`config.mk`:
```
export PLATFORM = sky130hd
export DESIGN_NAME = hd_xcvr_ctrl
export DESIGN_NICKNAME = d
export VERILOG_FILES = /design/src/rtl/sonata_pkg.sv /design/src/rtl/hd_xcvr_chan.sv /design/src/rtl/hd_xcvr_ctrl.sv
export SDC_FILE = /design/constraint.sdc
export NUM_CORES = 1
export LEC_CHECK = 0
export CAP_MARGIN = 20
export CORE_MARGIN = 2
export CORE_UTILIZATION = 61
export DETAILED_ROUTE_END_ITERATION = 10
export PLACE_DENSITY = 0.84
export SYNTH_ARGS = -nofsm -noshare
export SYNTH_HDL_FRONTEND = slang
export SYNTH_SLANG_ARGS = --single-unit
```
`constraint.sdc`:
```
create_clock -name clk_i -period 6.09 [get_ports clk_i]
set_input_delay 1.5225 -clock clk_i [delete_from_list [all_inputs] [get_ports clk_i]]
set_output_delay 1.5225 -clock clk_i [all_outputs]
set_load 0.02 [all_outputs]
```
`src/rtl/sonata_pkg.sv`:
```
// Shared types and constants for the Sonata half-duplex transceiver controller.
package sonata_pkg;

    typedef enum logic [2:0] {
        HD_RX,
        HD_TURN_TX,
        HD_TX,
        HD_TX_HOLD,
        HD_TURN_RX
    } hd_xcvr_state_e;

    // Tie-off values for the top level when cfg is not software-driven.
    localparam int unsigned HdXcvrDefaultSwitchCycles = 4;
    localparam int unsigned HdXcvrDefaultEndCycles    = 2;

endpackage

```
`src/rtl/hd_xcvr_chan.sv`:
```
// One half-duplex transceiver channel: direction FSM, turnaround counter, tx delay line.
// Echo collision check is compiled in when HD_XCVR_ECHO_CHECK_EN is defined.
module hd_xcvr_chan
    import sonata_pkg::*;
#(
    parameter int unsigned CntWidth    = 8,
    parameter int unsigned MaxDelay    = 16,
    parameter int unsigned EchoLatency = 2,
    parameter int unsigned DsWidth     = $clog2(MaxDelay + 1)
) (
    input  logic                clk,
    input  logic                rst,
    input  logic [DsWidth-1:0]  sw_cycles,
    input  logic [CntWidth-1:0] end_cycles,
    input  logic                tx,
    input  logic                tx_enable,
    input  logic                rx_enable,
    input  logic                ro,
    input  logic                collision_clr,
    output logic                rx,
    output logic                di,
    output logic                de,
    output logic                ren,
    output logic                busy,
    output logic                collision
);

    hd_xcvr_state_e      state_q, state_d;
    logic [CntWidth-1:0] cnt_q, cnt_d;
    logic [DsWidth-1:0]  ds_q, ds_d;
    logic [MaxDelay:0]   line_q;
    logic                tx_ren;

    // A zero delay still occupies one cycle, so the count saturates at 0.
    function automatic logic [CntWidth-1:0] first_count(input logic [CntWidth-1:0] d);
        return (d == '0) ? '0 : d - CntWidth'(1);
    endfunction

    always_ff @(posedge clk or posedge rst) begin
        if (rst) begin
            state_q <= HD_RX;
            cnt_q   <= '0;
            ds_q    <= '0;
        end else begin
            state_q <= state_d;
            cnt_q   <= cnt_d;
            ds_q    <= ds_d;
        end
    end

    always_ff @(posedge clk or posedge rst) begin
        if (rst) begin
            line_q <= '1;
        end else begin
            line_q <= {line_q[MaxDelay-1:0], tx};
        end
    end

    always_comb begin
        state_d = state_q;
        cnt_d   = cnt_q;
        ds_d    = ds_q;
        de      = 1'b0;
        ren     = ~rx_enable;
        rx      = 1'b1;
        unique case (state_q)
            HD_RX: begin
                rx = rx_enable ? ro : 1'b1;
                if (tx_enable) begin
                    state_d = HD_TURN_TX;
                    ds_d    = sw_cycles;
                    cnt_d   = first_count(CntWidth'(sw_cycles));
                end
            end
            HD_TURN_TX: begin
                de  = 1'b1;
                ren = 1'b1;
                if (cnt_q == '0) state_d = HD_TX;
                else             cnt_d   = cnt_q - CntWidth'(1);
            end
            HD_TX: begin
                de  = 1'b1;
                ren = tx_ren;
                if (!tx_enable) begin
                    state_d = HD_TX_HOLD;
                    cnt_d   = first_count(end_cycles);
                end
            end
            HD_TX_HOLD: begin
                de  = 1'b1;
                ren = tx_ren;
                if (tx_enable) begin
                    state_d = HD_TX;
                end else if (cnt_q == '0) begin
                    state_d = HD_TURN_RX;
                    cnt_d   = first_count(CntWidth'(ds_q));
                end else begin
                    cnt_d = cnt_q - CntWidth'(1);
                end
            end
            HD_TURN_RX: begin
                // Re-request keeps the latched switch delay; it only changes on RX exit.
                if (tx_enable) begin
                    state_d = HD_TURN_TX;
                    cnt_d   = first_count(CntWidth'(ds_q));
                end else if (cnt_q == '0) begin
                    state_d = HD_RX;
                end else begin
                    cnt_d = cnt_q - CntWidth'(1);
                end
            end
            default: state_d = HD_RX;
        endcase
    end

    assign busy = (state_q != HD_RX);
    assign di   = de ? line_q[ds_q] : 1'b1;

`ifdef HD_XCVR_ECHO_CHECK_EN
    localparam int unsigned AgeWidth = $clog2(EchoLatency + 1);

    logic [EchoLatency-1:0] echo_q;
    logic [AgeWidth-1:0]    age_q;
    logic                   collision_q;
    logic                   in_tx;

    assign tx_ren = 1'b0;
    assign in_tx  = (state_q == HD_TX) || (state_q == HD_TX_HOLD);

    always_ff @(posedge clk or posedge rst) begin
        if (rst) begin
            echo_q      <= '1;
            age_q       <= '0;
            collision_q <= 1'b0;
        end else begin
            echo_q <= (echo_q << 1) | EchoLatency'(di);
            if (!in_tx)                              age_q <= '0;
            else if (age_q != AgeWidth'(EchoLatency)) age_q <= age_q + AgeWidth'(1);
            if (in_tx && (age_q == AgeWidth'(EchoLatency)) && (ro != echo_q[EchoLatency-1]))
                collision_q <= 1'b1;
            else if (collision_clr)
                collision_q <= 1'b0;
        end
    end

    assign collision = collision_q;
`else
    localparam int unsigned unused_echo_latency = EchoLatency;
    logic unused_clr;

    assign unused_clr = collision_clr;
    assign tx_ren     = 1'b1;
    assign collision  = 1'b0;
`endif

endmodule

```
`src/rtl/hd_xcvr_ctrl.sv`:
```
// Multi-channel half-duplex transceiver direction controller (RS-485 style pins).
// Optional echo collision check: define HD_XCVR_ECHO_CHECK_EN.
module hd_xcvr_ctrl
    import sonata_pkg::*;
#(
    parameter int unsigned NumChannels = 2,
    parameter int unsigned CntWidth    = 8,
    parameter int unsigned MaxDelay    = 16,
    parameter int unsigned EchoLatency = 2
) (
    input  logic                   clk_i,
    input  logic                   rst_i,
    input  logic [CntWidth-1:0]    cfg_switch_i,
    input  logic [CntWidth-1:0]    cfg_end_i,
    input  logic [NumChannels-1:0] tx_i,
    input  logic [NumChannels-1:0] tx_enable_i,
    input  logic [NumChannels-1:0] rx_enable_i,
    output logic [NumChannels-1:0] rx_o,
    output logic [NumChannels-1:0] di_o,
    output logic [NumChannels-1:0] de_o,
    output logic [NumChannels-1:0] ren_o,
    input  logic [NumChannels-1:0] ro_i,
    output logic [NumChannels-1:0] busy_o,
    output logic [NumChannels-1:0] collision_o,
    input  logic [NumChannels-1:0] collision_clr_i
);

    localparam int unsigned DsWidth = $clog2(MaxDelay + 1);

    logic [DsWidth-1:0] sw_cycles;

    // The switch delay selects a delay-line tap, so it cannot exceed the line depth.
    always_comb begin
        if (cfg_switch_i > CntWidth'(MaxDelay)) sw_cycles = DsWidth'(MaxDelay);
        else                                    sw_cycles = DsWidth'(cfg_switch_i);
    end

    for (genvar g = 0; g < NumChannels; g++) begin : g_chan
        hd_xcvr_chan #(
            .CntWidth    (CntWidth),
            .MaxDelay    (MaxDelay),
            .EchoLatency (EchoLatency),
            .DsWidth     (DsWidth)
        ) u_chan (
            .clk           (clk_i),
            .rst           (rst_i),
            .sw_cycles     (sw_cycles),
            .end_cycles    (cfg_end_i),
            .tx            (tx_i[g]),
            .tx_enable     (tx_enable_i[g]),
            .rx_enable     (rx_enable_i[g]),
            .ro            (ro_i[g]),
            .collision_clr (collision_clr_i[g]),
            .rx            (rx_o[g]),
            .di            (di_o[g]),
            .de            (de_o[g]),
            .ren           (ren_o[g]),
            .busy          (busy_o[g]),
            .collision     (collision_o[g])
        );
    end

endmodule
```
After elaboration in Yosys (flattened, before gate mapping)
Cells that the tools add are included.

Flip-flop bits (word level): 66. Input port bits: 28. Word-level logic and storage cells: 108.

$add $sub $neg: 6. Order comparisons: 3. Eq/ne operators: 20. Multiplexer cells: 49. Bitwise operators: 2. Reduce and logical (&&, ||, !) cells: 20.

Operator list (number): 2-to-1 mux 8 bit (16); case mux 8 bit (5 select lines) (2); 2-to-1 mux 3 bit (14); case mux 3 bit (5 select lines) (2); logical NOT 8 bit (3); subtractor 8 x 1 -> 8 bit (second input constant) (3); subtractor 5 x 1 -> 6 bit (second input constant) (3); logical NOT 5 bit (3); equality test 3 x 2 -> 1 bit (second input constant) (4); less-than comparator 5 x 6 -> 1 bit (second input constant) (2); 2-to-1 mux 1 bit (12); != test 2 bit (second input constant) (6); != test 3 x 2 -> 1 bit (second input constant) (4); binary-select mux 1 bit (select 5 bit) (2); AND reduction 5 bit (2); nonzero test 5 bit (2); greater-than comparator 8 x 5 -> 1 bit (second input constant) (1); AND reduction 4 bit (2); equality test 3 x 1 -> 1 bit (second input constant) (2); equality test 3 bit (second input constant) (2); logical NOT 3 bit (2); nonzero test 3 bit (2); OR reduction 3 bit (2); 2-to-1 mux 5 bit (1); other kinds (3) (6).

Logic depth before layout (Yosys ltp)
Gate-level depths: netlist of run 1.

Depth in word-level cells: 6. Gate-level depth with buffers: 9.

Modules after synthesis
Synthesis of run 1 repeated with hierarchy kept, for this count alone.

Cells, all modules: 455. Area, all modules: 4410.5 sq um.

Modules (own cells, without submodules): hd_xcvr_chan at g_chan[0].u_chan (instances 1, cells an instance 239, area each 2222.1 sq um); hd_xcvr_chan at g_chan[1].u_chan (instances 1, cells an instance 210, area each 2147.1 sq um); hd_xcvr_ctrl (instances 1, cells an instance 6, area each 41.3 sq um).

Least setup slack after synthesis of run 1
OpenSTA, ideal clock, no wires.

Kind: register to output. Start: register g_chan[0].u_chan.ds_q[0]. End: output di_o[0]. Arrival time: 1.962 ns. Data required time: 4.567 ns. Slack: 2.605 ns. Stages on the path, launching flop included: 7. Cells stage by stage: dfrtp_1 > clkbuf_1 > mux4_2 > mux4_2 > nand2b_1 > nand3_1 > buf_4.

Word-level cells in the longest chain between the ends: 3.

Ends and longest elaborated chain: start: declaration (RTL line hd_xcvr_chan.sv:30) `logic [DsWidth-1:0] ds_q, ds_d;`; start signal: assignment (RTL line hd_xcvr_chan.sv:47) `ds_q <= ds_d;`; binary-select mux 1 bit (select 5 bit) (RTL line hd_xcvr_chan.sv:117) `assign di = de ? line_q[ds_q] : 1'b1;`; 2-to-1 mux 1 bit (not written as such) (RTL line hd_xcvr_chan.sv:117); 2-to-1 mux 1 bit (RTL line hd_xcvr_chan.sv:117); end: declaration (RTL line hd_xcvr_ctrl.sv:19) `output logic [NumChannels-1:0] di_o,`.

Every way passes these cells. The select of a mux whose other input is x is not followed.

Worst setup path after layout of run 1
Start: register g_chan[1].u_chan.ds_q[0]. End: output di_o[1].

Word-level cells in the longest chain between the ends: 3.

Ends and longest elaborated chain (RTL line): start: declaration (hd_xcvr_chan.sv:30); start signal: assignment (hd_xcvr_chan.sv:47); binary-select mux 1 bit (select 5 bit) (hd_xcvr_chan.sv:117); 2-to-1 mux 1 bit (not written as such) (hd_xcvr_chan.sv:117); 2-to-1 mux 1 bit (hd_xcvr_chan.sv:117).

Every way passes these cells. The select of a mux whose other input is x is not followed.

==> reports/qor.yml, run 1 <==
num-fill-cells: 466
die_area_sq_um: 7360
via_per_inst: 6.53
violations: "DRC"
post-route-min-period_ns: 4.35
critical_path_arrival_ns: 2.83
peakVddDrop_mv: 0.243
drive_above_1_share_pct: 17.6
finalPower_mw: 1.94
hold_slack_ns: 0.366
port_buffers: 35
grt_pass1_wl_um: 16200
layout_commonest_cell: "o21ai_0"
cts_num_sinks: 66
worst_pin_slew_ns: 0.859
fin_skew_ns: 0.0108
grt_overflow_total: 0
drt_first_pass_iters: 10
num_rows: 29
wirelength_um: 9850
slew_violations: 0
path_cells: "mux4_2 > mux4_2 > o21ai_0 > nand2_1 > clkdlybuf4s50_1"
h-tree-depth: 3
postCtsSetupRepairBufs: 0
vias: 3465
drtIter0Drc: 360
syn_to_final_growth_pct: 12.5
cts_buffers: 9
coreArea_sq_um: 6420
cp_max_fo: 9
cp_num_buf_inv: 1
top_usage_layer: "met2"
postCtsHoldBufs: 0
fin_crit_sh_pct: 71.5
hold_viol_final: 0
netlist_instances: 433
ys.flop_type: "dfstp_2"
slowest_delay_ns: 0.59
grt_setup_unrepaired: "no"
final_cells: 531
dieHeight_um: 85.8
setup.worst_path.start_class: "flop"
dieWidth_um: 85.8
crit_path_frequent_cell: "mux4_2"
antenna_found_initial: 0
dpl.hpwl_um: 7080
antenna_cells: 0
maxCapViolCount: 0
ys_types: 67
cts_tree: "done"
crit_path_top_delay_cell: "dfrtp_1"
post_drt_wl_per_cell_um: 18.5
cts_buffer_depth: 2
layout_common_cells: "o21ai_0, nand2_1, clkdlybuf4s50_1"
ant_nets: 0
drc: 2
placed_cells: 515
start_util_pct: 63.5
hp-class: "reg -> reg"
met3_usage_pct: 6.45
power_density_nw_per_um2: 423
p_leak_nw: 1.73
grtUsageMet1_pct: 35.8
setup_tns_ns: 0
required_ns: 4.57
async_flop_share_pct: 100
fin_area_sq_um: 4590
finalSetupViolCount: 0
crit_path_end_kind: "output pin"
use_met2_pct: 47.7
ios: 40
grt.total_usage_pct: 28.3
clk_pin_slew_ns: 0.07
ys_seq_area_share_pct: 41.5
yosysWarnings: 0
place.gp.congestion: 0.852
placedInstanceArea_sq_um: 4380
clockRootBuffer: "clkbuf_8"
criticalPathCategory: "reg -> out"
cts_resized: 0
synthesis.area_sq_um: 4080
synth_edf_count: 0
clkLatencyLatePin_ns: 0.35
layout.nets: 486
run_status: "finished, violations left"
avgSynthCellArea_sq_um: 9.42
max_freq_mhz: 230
grt_start_max_net_pins: 42
relSlewSlack_pct: 42.7
grt_pass1_vias: 3386
synth_seq_cells: 66
crit_family: "multiplexers"
-- worst reg2reg max path: stages, from the launching register on --
cell      delay (ns)
dfrtp_1         0.54
nor3_1          0.38
inv_1           0.17
o211ai_1        0.61
a31o_2          0.27
a211oi_1        0.07
a211oi_1        0.23
-- final timing paths --
kind / from / cells past startpoint / to / slack [ns]
max: g_chan[1].u_chan.ds_q[0] / 5 / di_o[1] / 1.74
min: g_chan[1].u_chan.line_q[0] / 0 / g_chan[1].u_chan.line_q[1] / 0.37
max reg2reg: g_chan[0].u_chan.state_q[2] / 6 / g_chan[0].u_chan.cnt_q[5] / 3.74
min reg2reg: g_chan[1].u_chan.line_q[0] / 0 / g_chan[1].u_chan.line_q[1] / 0.37
max in group asynchronous: rst_i / 3 / g_chan[0].u_chan.line_q[7] / 3.52
min in group asynchronous: rst_i / 2 / g_chan[0].u_chan.cnt_q[6] / 1.68
-- registers in the layout, summed over array words and instances (netlist names) --
register	flops
g_chan.u_chan.state_q	6
g_chan.u_chan.cnt_q	16
g_chan.u_chan.ds_q	10
g_chan.u_chan.line_q	34
-- layer usage --
layer / vias to the layer above / part of all wire [%] / wire length, um
met4: 0 / 3.0 / 294
met1: 1687 / 42 / 4190
met5: - / 0 / 0
met2: 126 / 49 / 4850
li1: 1621 / - / -
met3: 31 / 5.2 / 515
-- power by group --
group	leakage (nW)	switching, mW	total (mW)	internal [mW]
Sequential	0.755	0.166	0.710	0.544
Combinational	0.866	0.462	0.840	0.378
Clock	0.109	0.176	0.391	0.216
-- logic make-up (layout without fill, tap and decap cells) --
logic type                 count (synthesis)  count (layout)  synth area share (%)
muxes                                     13              13                  6.26
xor gates and xnor gates                   9               9                  1.93
buffers and inverters                     54              74                  6.13
adders and majority gates                  9               9                  2.76
and+or+nand+nor                          156             156                  21.5
other                                      1               2                0.0919
DFF                                       66              66                  41.5
AOI/OAI and AO/OA                        125             125                  19.8
-- cell usage after synthesis (11+ instances only) --
| library cell | number | area [sq um] |
|---|---|---|
| o21ai_0 | 41 | 205 |
| nand2_1 | 36 | 135 |
| dfstp_2 | 34 | 893 |
| dfrtp_1 | 32 | 801 |
| nor2_1 | 28 | 105 |
| a21oi_1 | 24 | 120 |
| inv_1 | 21 | 78.8 |
| clkbuf_1 | 19 | 71.3 |
| nor3_1 | 13 | 65.1 |
| buf_4 | 12 | 90.1 |
| nand2b_1 | 12 | 75.1 |
| nand3_1 | 11 | 55.1 |
-- layout make-up --
| type | instances | area, sq um | share of cell area [%] |
|---|---|---|---|
| Inverter | 21 | 78.8 | 1.72 |
| Clock buffer | 11 | 153 | 3.32 |
| Sequential cell | 66 | 1690 | 36.9 |
| Clock inverter | 5 | 58.8 | 1.28 |
| Tap cell | 77 | 96.3 | 2.10 |
| Timing Repair Buffer | 37 | 365 | 7.96 |
| Multi-Input combinational cell | 314 | 2150 | 46.7 |
-- through the flow --
stage          util [%]  worst slack (ns)
2_1_floorplan         -              2.61
3_3_place_gp       68.2              1.90
3_5_place_dp       68.2              1.90
4_1_cts            71.5              1.69
5_1_grt            71.5              1.58
6_report           71.5              1.74
Power figures use the tool's default switching activity.
==> inputs of run 2 (changes only) <==
--- a/config.mk
+++ b/config.mk
@@ -7,9 +7,9 @@
 export LEC_CHECK = 0
 export CAP_MARGIN = 20
 export CORE_MARGIN = 2
-export CORE_UTILIZATION = 61
+export CORE_UTILIZATION = 52
 export DETAILED_ROUTE_END_ITERATION = 10
-export PLACE_DENSITY = 0.84
+export PLACE_DENSITY = 0.77
 export SYNTH_ARGS = -nofsm -noshare
 export SYNTH_HDL_FRONTEND = slang
 export SYNTH_SLANG_ARGS = --single-unit
==> constraint.sdc (replaced) <==
create_clock -name clk_i -period 3.9 [get_ports clk_i]
set_input_delay 0.975 -clock clk_i [delete_from_list [all_inputs] [get_ports clk_i]]
set_output_delay 0.975 -clock clk_i [all_outputs]
set_load 0.02 [all_outputs]
==> run 2 against run 1 <==
  * The run now ends clean
  * Setup slack got worse by 1.6 ns
  * Largest power group unchanged
  * Wire length decreased by 2.5%
  * Via count decreased by 1.4%
  * Non-clock buffer count increased by 2
  * First-iteration DRC count decreased by 46%
  * Cell area increased by 0.25%
==> reports/qor.yml, run 2 (synthesized netlist as in run 1, its figures left out) <==
grt_pass1_vias: 3236
relSlewSlack_pct: 58.2
fin_skew_ns: 0.0125
postCtsHoldBufs: 0
post_drt_wl_per_cell_um: 17.2
worst_pin_slew_ns: 0.625
reg.largest.list: "g_chan.u_chan.line_q (34), g_chan.u_chan.cnt_q (16), g_chan.u_chan.ds_q (10)"
antenna_cells: 0
h-tree-depth: 3
cts_num_sinks: 66
post-route-min-period_ns: 3.73
required_ns: 2.92
p_switching_mw: 1.26
wirelength_um: 9610
grt_start_max_net_pins: 31
layout.nets: 488
ios: 40
p_sw_share_pct: 42.8
antenna_found_initial: 0
dpl.hpwl_um: 7130
max_freq_mhz: 268
vias: 3418
largest_register: "g_chan.u_chan.line_q"
final_util_pct: 60.2
setup_tns_ns: 0
dieHeight_um: 92.6
criticalPathCategory: "reg -> out"
layout_commonest_cell: "o21ai_0"
place.gp.congestion: 0.911
layout_common_cells: "o21ai_0, nand2_1, clkdlybuf4s50_1"
coreArea_sq_um: 7650
power_density_nw_per_um2: 636
p_leak_nw: 1.72
cts_tree: "done"
dieWidth_um: 92.6
drtIter0Drc: 193
run_status: "complete, no violations"
die_area_sq_um: 8570
finalSetupViolCount: 0
grt_setup_unrepaired: "no"
multi_input_area_sq_um: 2150
cts_buffer_depth: 2
crit_path_end_kind: "output pin"
fin_crit_sh_pct: 95.6
slew_violations: 0
postCtsSetupRepairBufs: 0
fin_area_sq_um: 4600
clockRootBuffer: "clkbuf_8"
port_buffers: 35
syn_to_final_growth_pct: 12.8
clockPowerShare_pct: 18.0
hp-class: "reg -> reg"
largest_reg_flops: 34
placedInstanceArea_sq_um: 4430
regArea_sq_um: 1700
num_rows: 32
drt_first_pass_iters: 5
p_seq_share_pct: 37.9
p_int_mw: 1.67
peakVddDrop_mv: 0.394
clkLatencyLatePin_ns: 0.36
cts_buffers: 9
grt_pass1_wl_um: 15700
cts_resized: 0
power_frac_comb_pct: 44.1
cp_max_fo: 9
grt.total_usage_pct: 23.4
via_per_inst: 6.13
hold_viol_final: 0
ant_nets: 0
drc: 0
clk_pin_slew_ns: 0.09
start_util_pct: 53.4
grt_overflow_total: 0
critical_path_arrival_ns: 2.75
placed_cells: 542
final_cells: 558
num-fill-cells: 637
setup.worst_path.start_class: "flop"
maxCapViolCount: 0
drive_above_1_share_pct: 18.4
==> run 2: cell types whose count changed in the layout (fill, tap and decap cells not counted), sizes merged <==
cell,delta
inv,+2
clkinvlp,+1
bufinv,-1
buf,+2
clkbuf,-2
==> run 2: cell type report <==
class | instances | share of cell area [%]
clock inverters | 7 | 1.11
repair buffers | 39 | 8.26
flip-flops and latches | 66 | 36.8
inverters | 21 | 1.71
multi-input cells | 314 | 46.6
well taps | 102 | 2.77
clock buffers | 9 | 2.69
==> run 2: path summary, 6_finish.rpt <==
| kind | from | endpoint | slack (ns) | depth (start not counted) |
|---|---|---|---|---|
| max reg2reg | g_chan[0].u_chan.ds_q[0] | g_chan[0].u_chan.cnt_q[5] | 1.48 | 7 |
| max | g_chan[1].u_chan.ds_q[0] | di_o[1] | 0.17 | 5 |
| min reg2reg | g_chan[1].u_chan.line_q[0] | g_chan[1].u_chan.line_q[1] | 0.36 | 0 |
| max in group asynchronous | rst_i | g_chan[0].u_chan.line_q[7] | 2.23 | 3 |
| min in group asynchronous | rst_i | g_chan[1].u_chan.state_q[1] | 0.91 | 2 |
| min | g_chan[1].u_chan.line_q[0] | g_chan[1].u_chan.line_q[1] | 0.36 | 0 |
==> run 2: worst max-delay path: stages (launching register included) <==
cell             delay [ns]
dfrtp_2                0.51
mux4_2                 0.53
mux4_2                 0.47
o21ai_0                0.27
nand2_1                0.09
clkdlybuf4s50_1        0.54
==> run 2: through the flow <==
| step | worst slack [ns] | power, mW | hold WS, ns |
|---|---|---|---|
| detailed placement | 0.428 | 2.38 | 0.356 |
| CTS | 0.0188 | 2.92 | 0.361 |
| global placement | 0.440 | 2.33 | 0.353 |
| floorplan | 0.963 | 2.08 | 0.352 |
| finish | 0.173 | 2.93 | 0.360 |
| global route | 0.0708 | 3.13 | 0.364 |
==> run 2: power groups by stage <==
stage / combinational (mW) / clock (mW) / sequential, mW
final: 1.29 / 0.528 / 1.11
after detailed placement: 1.27 / 0 / 1.11
after global routing: 1.42 / 0.573 / 1.13
after global placement: 1.24 / 0 / 1.10
after floorplan: 1.11 / 0 / 0.971
after CTS: 1.28 / 0.542 / 1.10
==> run 2: routing by layer <==
| layer | global-route usage (%) | part of all wire, % | vias up |
|---|---|---|---|
| li1 | - | - | 1625 |
| met1 | 31.2 | 44 | 1662 |
| met2 | 37.7 | 48 | 116 |
| met3 | 5.78 | 6.1 | 15 |
| met4 | 7.71 | 1.8 | 0 |
| met5 | 0 | 0 | - |
